## src/rtl/dcim_stream_sequencer.sv

```systemverilog
// Host-side sequencer for sram_multiplier_system: streams weight-load and compute operands
// into the macro and collects results into a credit-protected FIFO with a valid/ready output.
module dcim_stream_sequencer #(
    parameter int DATA_WIDTH = 32,
    parameter int ADDR_COUNT = 64,
    parameter int ADDR_WIDTH = 6,
    parameter int MULT_WIDTH = 64,
    parameter int FIFO_DEPTH = 8,
    parameter int CNT_WIDTH  = 16
) (
    input  logic                  clk,
    input  logic                  rst_n,
    input  logic                  start,
    input  logic                  reload,
    input  logic [CNT_WIDTH-1:0]  num_ops,
    output logic                  busy,
    output logic                  done,
    output logic                  err,
    input  logic                  s_valid,
    output logic                  s_ready,
    input  logic [DATA_WIDTH-1:0] s_data,
    output logic                  pe_ce,
    output logic                  init_enable,
    output logic [DATA_WIDTH-1:0] pe_data_in,
    input  logic                  pe_init_done,
    input  logic                  pe_valid_out,
    input  logic [MULT_WIDTH-1:0] pe_data_out,
    output logic                  m_valid,
    input  logic                  m_ready,
    output logic [MULT_WIDTH-1:0] m_data,
    output logic                  m_last
);
    localparam int PTR_WIDTH  = $clog2(FIFO_DEPTH);
    localparam int FCNT_WIDTH = PTR_WIDTH + 1;
    localparam int SUM_WIDTH  = CNT_WIDTH + 1;
    localparam logic [ADDR_WIDTH-1:0] LOAD_LAST  = ADDR_WIDTH'(ADDR_COUNT - 1);
    localparam logic [FCNT_WIDTH-1:0] FIFO_FULL  = FCNT_WIDTH'(FIFO_DEPTH);
    localparam logic [SUM_WIDTH-1:0]  CREDIT_CAP = SUM_WIDTH'(FIFO_DEPTH);

    typedef enum logic [2:0] {
        ST_IDLE      = 3'd0,
        ST_LOAD      = 3'd1,
        ST_LOAD_WAIT = 3'd2,
        ST_COMPUTE   = 3'd3,
        ST_DRAIN     = 3'd4,
        ST_DONE      = 3'd5
    } state_t;

    state_t                 state_r;
    state_t                 state_nxt_s;
    logic [CNT_WIDTH-1:0]   num_ops_r;
    logic [CNT_WIDTH-1:0]   issued_r;
    logic [CNT_WIDTH-1:0]   received_r;
    logic [ADDR_WIDTH-1:0]  load_cnt_r;
    logic                   busy_r;
    logic                   done_r;
    logic                   err_r;
    logic                   pe_ce_r;
    logic                   init_enable_r;
    logic [DATA_WIDTH-1:0]  pe_data_in_r;
    logic [MULT_WIDTH-1:0]  fifo_data_r [FIFO_DEPTH];
    logic                   fifo_last_r [FIFO_DEPTH];
    logic [PTR_WIDTH-1:0]   wr_ptr_r;
    logic [PTR_WIDTH-1:0]   rd_ptr_r;
    logic [FCNT_WIDTH-1:0]  fifo_cnt_r;

    logic [CNT_WIDTH-1:0]   inflight_s;
    logic [SUM_WIDTH-1:0]   occupancy_s;
    logic                   credit_ok_s;
    logic                   ready_s;
    logic                   hs_s;
    logic                   in_capture_s;
    logic                   counted_s;
    logic                   full_s;
    logic                   push_s;
    logic                   pop_s;
    logic                   err_set_s;
    logic                   last_tag_s;
    logic                   m_valid_s;

    // Credit counts every outstanding compute result against FIFO space, so latency never overflows it
    assign inflight_s   = issued_r - received_r;
    assign occupancy_s  = SUM_WIDTH'(fifo_cnt_r) + SUM_WIDTH'(inflight_s);
    assign credit_ok_s  = occupancy_s < CREDIT_CAP;
    assign ready_s      = (state_r == ST_LOAD) ||
                          ((state_r == ST_COMPUTE) && credit_ok_s && (issued_r < num_ops_r));
    assign hs_s         = s_valid && ready_s;
    assign in_capture_s = (state_r == ST_COMPUTE) || (state_r == ST_DRAIN);
    assign counted_s    = pe_valid_out && in_capture_s && (inflight_s != {CNT_WIDTH{1'b0}});
    assign full_s       = (fifo_cnt_r == FIFO_FULL);
    assign m_valid_s    = (fifo_cnt_r != {FCNT_WIDTH{1'b0}});
    assign pop_s        = m_valid_s && m_ready;
    assign push_s       = counted_s && !full_s;
    assign err_set_s    = pe_valid_out && (!counted_s || full_s);
    assign last_tag_s   = (received_r == (num_ops_r - CNT_WIDTH'(1)));

    assign s_ready      = ready_s;
    assign busy         = busy_r;
    assign done         = done_r;
    assign err          = err_r;
    assign pe_ce        = pe_ce_r;
    assign init_enable  = init_enable_r;
    assign pe_data_in   = pe_data_in_r;
    assign m_valid      = m_valid_s;
    assign m_data       = m_valid_s ? fifo_data_r[rd_ptr_r] : {MULT_WIDTH{1'b0}};
    assign m_last       = m_valid_s ? fifo_last_r[rd_ptr_r] : 1'b0;

    // Sequencer next-state
    always_comb begin
        state_nxt_s = state_r;
        case (state_r)
            ST_IDLE: begin
                if (start) begin
                    state_nxt_s = reload ? ST_LOAD : ST_COMPUTE;
                end else begin
                    state_nxt_s = ST_IDLE;
                end
            end
            ST_LOAD: begin
                if (hs_s && (load_cnt_r == LOAD_LAST)) begin
                    state_nxt_s = ST_LOAD_WAIT;
                end else begin
                    state_nxt_s = ST_LOAD;
                end
            end
            ST_LOAD_WAIT: begin
                if (pe_init_done) begin
                    state_nxt_s = ST_COMPUTE;
                end else begin
                    state_nxt_s = ST_LOAD_WAIT;
                end
            end
            ST_COMPUTE: begin
                if (issued_r == num_ops_r) begin
                    state_nxt_s = ST_DRAIN;
                end else begin
                    state_nxt_s = ST_COMPUTE;
                end
            end
            ST_DRAIN: begin
                if (received_r == num_ops_r) begin
                    state_nxt_s = ST_DONE;
                end else begin
                    state_nxt_s = ST_DRAIN;
                end
            end
            ST_DONE:  state_nxt_s = ST_IDLE;
            default:  state_nxt_s = ST_IDLE;
        endcase
    end

    // State, sequence counters and status flags
    always_ff @(posedge clk) begin
        if (!rst_n) begin
            state_r    <= ST_IDLE;
            num_ops_r  <= {CNT_WIDTH{1'b0}};
            issued_r   <= {CNT_WIDTH{1'b0}};
            received_r <= {CNT_WIDTH{1'b0}};
            load_cnt_r <= {ADDR_WIDTH{1'b0}};
            busy_r     <= 1'b0;
            done_r     <= 1'b0;
            err_r      <= 1'b0;
        end else begin
            state_r <= state_nxt_s;
            busy_r  <= (state_nxt_s != ST_IDLE) && (state_nxt_s != ST_DONE);
            done_r  <= (state_nxt_s == ST_DONE);
            err_r   <= err_r | err_set_s;
            if ((state_r == ST_IDLE) && start) begin
                num_ops_r  <= num_ops;
                issued_r   <= {CNT_WIDTH{1'b0}};
                received_r <= {CNT_WIDTH{1'b0}};
                load_cnt_r <= {ADDR_WIDTH{1'b0}};
            end else begin
                if (hs_s && (state_r == ST_LOAD)) begin
                    load_cnt_r <= load_cnt_r + ADDR_WIDTH'(1);
                end
                if (hs_s && (state_r == ST_COMPUTE)) begin
                    issued_r <= issued_r + CNT_WIDTH'(1);
                end
                if (counted_s) begin
                    received_r <= received_r + CNT_WIDTH'(1);
                end
            end
        end
    end

    // Registered word strobe towards the macro; operand holds between issues
    always_ff @(posedge clk) begin
        if (!rst_n) begin
            pe_ce_r       <= 1'b0;
            init_enable_r <= 1'b0;
            pe_data_in_r  <= {DATA_WIDTH{1'b0}};
        end else begin
            pe_ce_r       <= hs_s;
            init_enable_r <= hs_s && (state_r == ST_LOAD);
            if (hs_s) begin
                pe_data_in_r <= s_data;
            end
        end
    end

    // Result FIFO storage, kept free of reset so it maps onto plain registers/RAM
    always_ff @(posedge clk) begin
        if (push_s) begin
            fifo_data_r[wr_ptr_r] <= pe_data_out;
            fifo_last_r[wr_ptr_r] <= last_tag_s;
        end
    end

    // Result FIFO pointers and occupancy
    always_ff @(posedge clk) begin
        if (!rst_n) begin
            wr_ptr_r   <= {PTR_WIDTH{1'b0}};
            rd_ptr_r   <= {PTR_WIDTH{1'b0}};
            fifo_cnt_r <= {FCNT_WIDTH{1'b0}};
        end else begin
            if (push_s) begin
                wr_ptr_r <= wr_ptr_r + PTR_WIDTH'(1);
            end
            if (pop_s) begin
                rd_ptr_r <= rd_ptr_r + PTR_WIDTH'(1);
            end
            case ({push_s, pop_s})
                2'b10:   fifo_cnt_r <= fifo_cnt_r + FCNT_WIDTH'(1);
                2'b01:   fifo_cnt_r <= fifo_cnt_r - FCNT_WIDTH'(1);
                default: fifo_cnt_r <= fifo_cnt_r;
            endcase
        end
    end
endmodule

```

## config.mk

```make
export PLATFORM = sky130hd
export DESIGN_NAME = dcim_stream_sequencer
export DESIGN_NICKNAME = d
export VERILOG_FILES = /design/src/rtl/dcim_stream_sequencer.sv
export SDC_FILE = /design/constraint.sdc
export NUM_CORES = 1
export LEC_CHECK = 0
export CAP_MARGIN = 15
export CORE_UTILIZATION = 40
export CTS_CLUSTER_DIAMETER = 200
export DETAILED_ROUTE_END_ITERATION = 8
export GPL_TIMING_DRIVEN = 1
export PLACE_DENSITY_LB_ADDON = 0.08
export SYNTH_ARGS = -nofsm -noshare
export SYNTH_HDL_FRONTEND = slang
export SYNTH_SLANG_ARGS = --single-unit
```

## constraint.sdc

```tcl
create_clock -name clk -period 17.8 [get_ports clk]
set_clock_uncertainty 0.15 [all_clocks]
set_input_delay 1.78 -clock clk [delete_from_list [all_inputs] [get_ports clk]]
set_output_delay 1.78 -clock clk [all_outputs]
set_load 0.02 [all_outputs]
```

==> flow_summary.yaml <==
outcome:
  run_status: "complete, but fails checks"
  failed_checks: "DRC"
routing:
  remaining_drc_errors: 18
  finalWirelength_mm: 64.1
  routed-via-count: 15800
  drt-initial-drc-count: 964
  vias_per_cell: 5.45
  drt-pass1-iter-count: 9
  detail_route.wl_per_cell_um: 22.2
  drt.antenna.violating_nets: 0
yosys:
  synthArstFlopShare_pct: 0
  synthMostInstantiatedCell: "sky130_fd_sc_hd__edfxtp_1"
  edff_count_synth: 520
  netlist-cell-type-count: 61
  postSynthRegisterBits: 627
  ys_warn_count: 0
  syn_area_per_cell_um2: 15.3
  post_synth_main_area_contributors: "sky130_fd_sc_hd__edfxtp_1, sky130_fd_sc_hd__mux4_2, sky130_fd_sc_hd__dfxtp_1, sky130_fd_sc_hd__mux2i_1, sky130_fd_sc_hd__ha_1"
  netlist_instances: 1754
  syn_area_mm2: 0.0269
  ys_dominant_reg_cell: "sky130_fd_sc_hd__edfxtp_1"
  netlist.area_leader.share_pct: 58.1
  post-synth-top-area-cell: "sky130_fd_sc_hd__edfxtp_1"
  syn-num-nets: 1919
  synth_sequential_area_ratio_pct: 66.1
  post_synth_top_cells: "sky130_fd_sc_hd__edfxtp_1, sky130_fd_sc_hd__mux4_2, sky130_fd_sc_hd__nand2_1, sky130_fd_sc_hd__dfxtp_1, sky130_fd_sc_hd__nor2_1"
floorplanning:
  placement_rows: 94
  pin_count: 224
  die_area_mm2: 0.0682
  placeableCoreArea_mm2: 0.0661
  floorplan.die.height_um: 261
  start_util_pct: 40.7
  die_x_um: 261
worst_setup_path:
  cp_max_stage_cell: "sky130_fd_sc_hd__or4_4"
  crit_path_end_kind: "primary output"
  cp_data_required_time_ps: 15870
  worst-endpoint-arrival_ps: 5050
  timing.critical_path.cells: "inv_1 > ha_1 > nand2b_1 > nand2b_1 > a21oi_1 > xor2_1 > inv_1 > ha_1 > nor4_1 > nand4_1 > a211oi_1 > o211a_1 > o21ai_0 > or4_4 > nand2_1 > clkdlybuf4s50_1"
  critical_path.n_buffers_inverters: 3
  critical-path-max-stage-delay_ps: 770
  setup.worst_path.class: "reg2out"
  cpLargestDelayFamily: "simple AND/OR/NAND/NOR gates"
  worst-path-max-fanout: 82
  crit_path_start_kind: "flip-flop"
global_route:
  grt_busiest_layer: "met2"
  wire_length_of_the_first_global_routing_pass_mm: 97.5
  pin_count_of_the_biggest_net_entering_global_routing: 87
  met3_usage_pct: 4.01
  grt_util_met2_pct: 31.2
  globalRouteMet1Util_pct: 25.2
  first_global_vias: 16300
  gr-total-overflow: 0
  gr-usage-all-layers_pct: 18.9
  antenna_found_initial: 5
layout:
  layout-drive-gt1-share_pct: 13.3
  finalNetCount: 2139
  synthToLayoutAreaGrowth_pct: 19.9
  num-fill-cells: 5697
  fin_util_pct: 48.7
  final_cells: 2891
pwr:
  power_density_cells_mw_per_mm2: 96.4
  p_switching_uw: 662
  power.sequential.fraction_pct: 51.8
  power_report.internal_total_mw: 2.45
  static-leakage-power_nw: 10.4
  switching_part_of_the_total_power_pct: 21.3
  vdd_drop_max_v: 0.0000602
  comb_power_share_pct: 4.8
  clock_power_share_pct: 43.4
clock_network:
  cts_tree: "done"
  postCtsSetupBuffers: 0
  clk_root_buffer_cell: "sky130_fd_sc_hd__clkbuf_16"
  hold_buffers: 0
  cts_num_sinks: 627
  ctsResizeCount: 0
  cts_made_buffers: 70
  htree_levels: 3
  clockBufferDepth: 3
  clock_latency_ps: 590
  worst_setup_hold_path_clk_slew_ps: 50
min_path:
  hold_path.class: "reg2reg"
timing:
  timing_max_transition_violations_final: 0
  max-slew-margin-rel_pct: 30.5
  achievable-frequency_ghz: 0.143
  timing_worst_slew_pin_value_ps: 1040
  period_needed_ps: 6980
  fin_crit_share_pct: 39.2
  totalNegativeSetupSlack_ps: 0
  final-hold-violation-count: 0
  setup_viol_count_final: 0
  grt_setup_unrepaired: "false"
placement:
  gp_congestion: 0.820
  placement.io_buffers: 223
  post-dp-hpwl_mm: 36.9
  place.detailed.instances: 2766
run:
  timing.max_cap.violations: 0
-- state kept, by name, summed over array words and instances, names as in the netlist, 3 cells and up, named ones only --
signal / flops
rd_ptr_r: 3
received_r: 16
fifo_last_r: 8
fifo_data_r: 512
state_r: 3
wr_ptr_r: 3
num_ops_r: 16
load_cnt_r: 6
fifo_cnt_r: 4
issued_r: 16
pe_data_in: 32
-- worst register-to-register path: stages (launching register included) --
cell                        delay [ps]
sky130_fd_sc_hd__dfxtp_1           410
sky130_fd_sc_hd__inv_1             100
sky130_fd_sc_hd__ha_1              230
sky130_fd_sc_hd__fa_1              400
sky130_fd_sc_hd__and2b_1           250
sky130_fd_sc_hd__o2111ai_1         170
sky130_fd_sc_hd__a21oi_1           340
sky130_fd_sc_hd__nor4_1            140
sky130_fd_sc_hd__o211ai_1          240
sky130_fd_sc_hd__nor4_2             60
sky130_fd_sc_hd__buf_4             250
sky130_fd_sc_hd__nor2_1            550
sky130_fd_sc_hd__and4b_4           660
sky130_fd_sc_hd__buf_4             770
-- layout make-up --
| type | count | area [um^2] | share of cell area [%] |
|---|---|---|---|
| clock inverter | 34 | 226 | 0.703 |
| tap | 864 | 1080 | 3.36 |
| timing repair buffer | 252 | 2460 | 7.64 |
| antenna | 1 | 2.50 | 0.00777 |
| inverter | 52 | 195 | 0.606 |
| sequential | 627 | 17800 | 55.2 |
| clock buffer | 90 | 1900 | 5.90 |
| multi-input combinational | 971 | 8580 | 26.6 |
-- layer usage --
layer  wire (um)  vias up
li1            -     7310
met1       27700     7961
met2       31400      381
met3        3680       92
met4        1250       10
met5          69        -
-- power groups by stage --
stage | clock, mW | sequential, mW | combinational, mW
floorplan | 0 | 1.65 | 0.0636
finish | 1.35 | 1.61 | 0.149
global route | 1.44 | 1.61 | 0.163
global placement | 0 | 1.64 | 0.147
detailed placement | 0 | 1.64 | 0.150
CTS | 1.39 | 1.61 | 0.151
-- cells in the final DEF (no fill, tap or decap), types with 4 or more instances in the layout --
cell / instances
sky130_fd_sc_hd__or4_1: 6
sky130_fd_sc_hd__edfxtp_1: 520
sky130_fd_sc_hd__clkbuf_16: 73
sky130_fd_sc_hd__xnor2_1: 20
sky130_fd_sc_hd__and2_1: 8
sky130_fd_sc_hd__nor3_1: 29
sky130_fd_sc_hd__dfxtp_1: 104
sky130_fd_sc_hd__mux4_2: 130
sky130_fd_sc_hd__clkbuf_1: 16
sky130_fd_sc_hd__nand4b_1: 4
sky130_fd_sc_hd__a21o_1: 10
sky130_fd_sc_hd__mux2i_1: 90
sky130_fd_sc_hd__nand4_1: 49
sky130_fd_sc_hd__and3_1: 37
sky130_fd_sc_hd__a32oi_1: 32
sky130_fd_sc_hd__a21oi_1: 32
sky130_fd_sc_hd__nor2b_1: 5
sky130_fd_sc_hd__nand2b_1: 47
sky130_fd_sc_hd__clkdlybuf4s50_1: 222
sky130_fd_sc_hd__nor4_1: 17
sky130_fd_sc_hd__o211ai_1: 8
sky130_fd_sc_hd__nor2_1: 95
sky130_fd_sc_hd__inv_1: 52
sky130_fd_sc_hd__clkinv_2: 9
sky130_fd_sc_hd__clkinv_1: 18
sky130_fd_sc_hd__nand2_1: 110
sky130_fd_sc_hd__ha_1: 43
sky130_fd_sc_hd__or3_1: 14
sky130_fd_sc_hd__nor4_2: 4
sky130_fd_sc_hd__o21ai_0: 28
sky130_fd_sc_hd__a21boi_0: 18
sky130_fd_sc_hd__buf_4: 29
sky130_fd_sc_hd__xor2_1: 21
sky130_fd_sc_hd__o21a_1: 4
sky130_fd_sc_hd__nand3_1: 56
sky130_fd_sc_hd__a211oi_1: 5
sky130_fd_sc_hd__o31ai_1: 5
-- stage by stage --
stage / hold slack (ps) / power, mW / setup WS, ps / area, um^2
after global placement: 305 / 1.79 / 11580 / 30100
after floorplan: 304 / 1.71 / 7800 / 26900
final: 329 / 3.11 / 10820 / 32200
after global routing: 366 / 3.22 / 10370 / 32200
after detailed placement: 306 / 1.79 / 11500 / 30100
after CTS: 325 / 3.15 / 10820 / 32200
-- cells by family (layout without fill, tap and decap cells) --
kind of cell / count (synthesis) / count (layout) / share of synthesized area [%]
flops: 627 / 627 / 66.1
simple gates: 501 / 501 / 9.60
mux: 221 / 221 / 14.3
compound gates: 163 / 163 / 4.25
buf+inv: 156 / 428 / 2.30
fa+ha+maj: 45 / 45 / 2.15
xor+xnor: 41 / 41 / 1.34
other cells: 0 / 1 / 0
-- worst paths after layout --
kind | from | to | slack [ps] | cells after the start
worst max-delay path | received_r[1]$_SDFFE_PP0P_ | s_ready | 10820 | 16
worst max register to register | issued_r[0]$_SDFFE_PP0P_ | fifo_data_r[6][16]$_DFFE_PP_ | 12660 | 13
worst min-delay path | load_cnt_r[1]$_SDFFE_PP0P_ | load_cnt_r[1]$_SDFFE_PP0P_ | 330 | 2
worst min register to register | load_cnt_r[1]$_SDFFE_PP0P_ | load_cnt_r[1]$_SDFFE_PP0P_ | 330 | 2
Power figures use the tool's default switching activity.
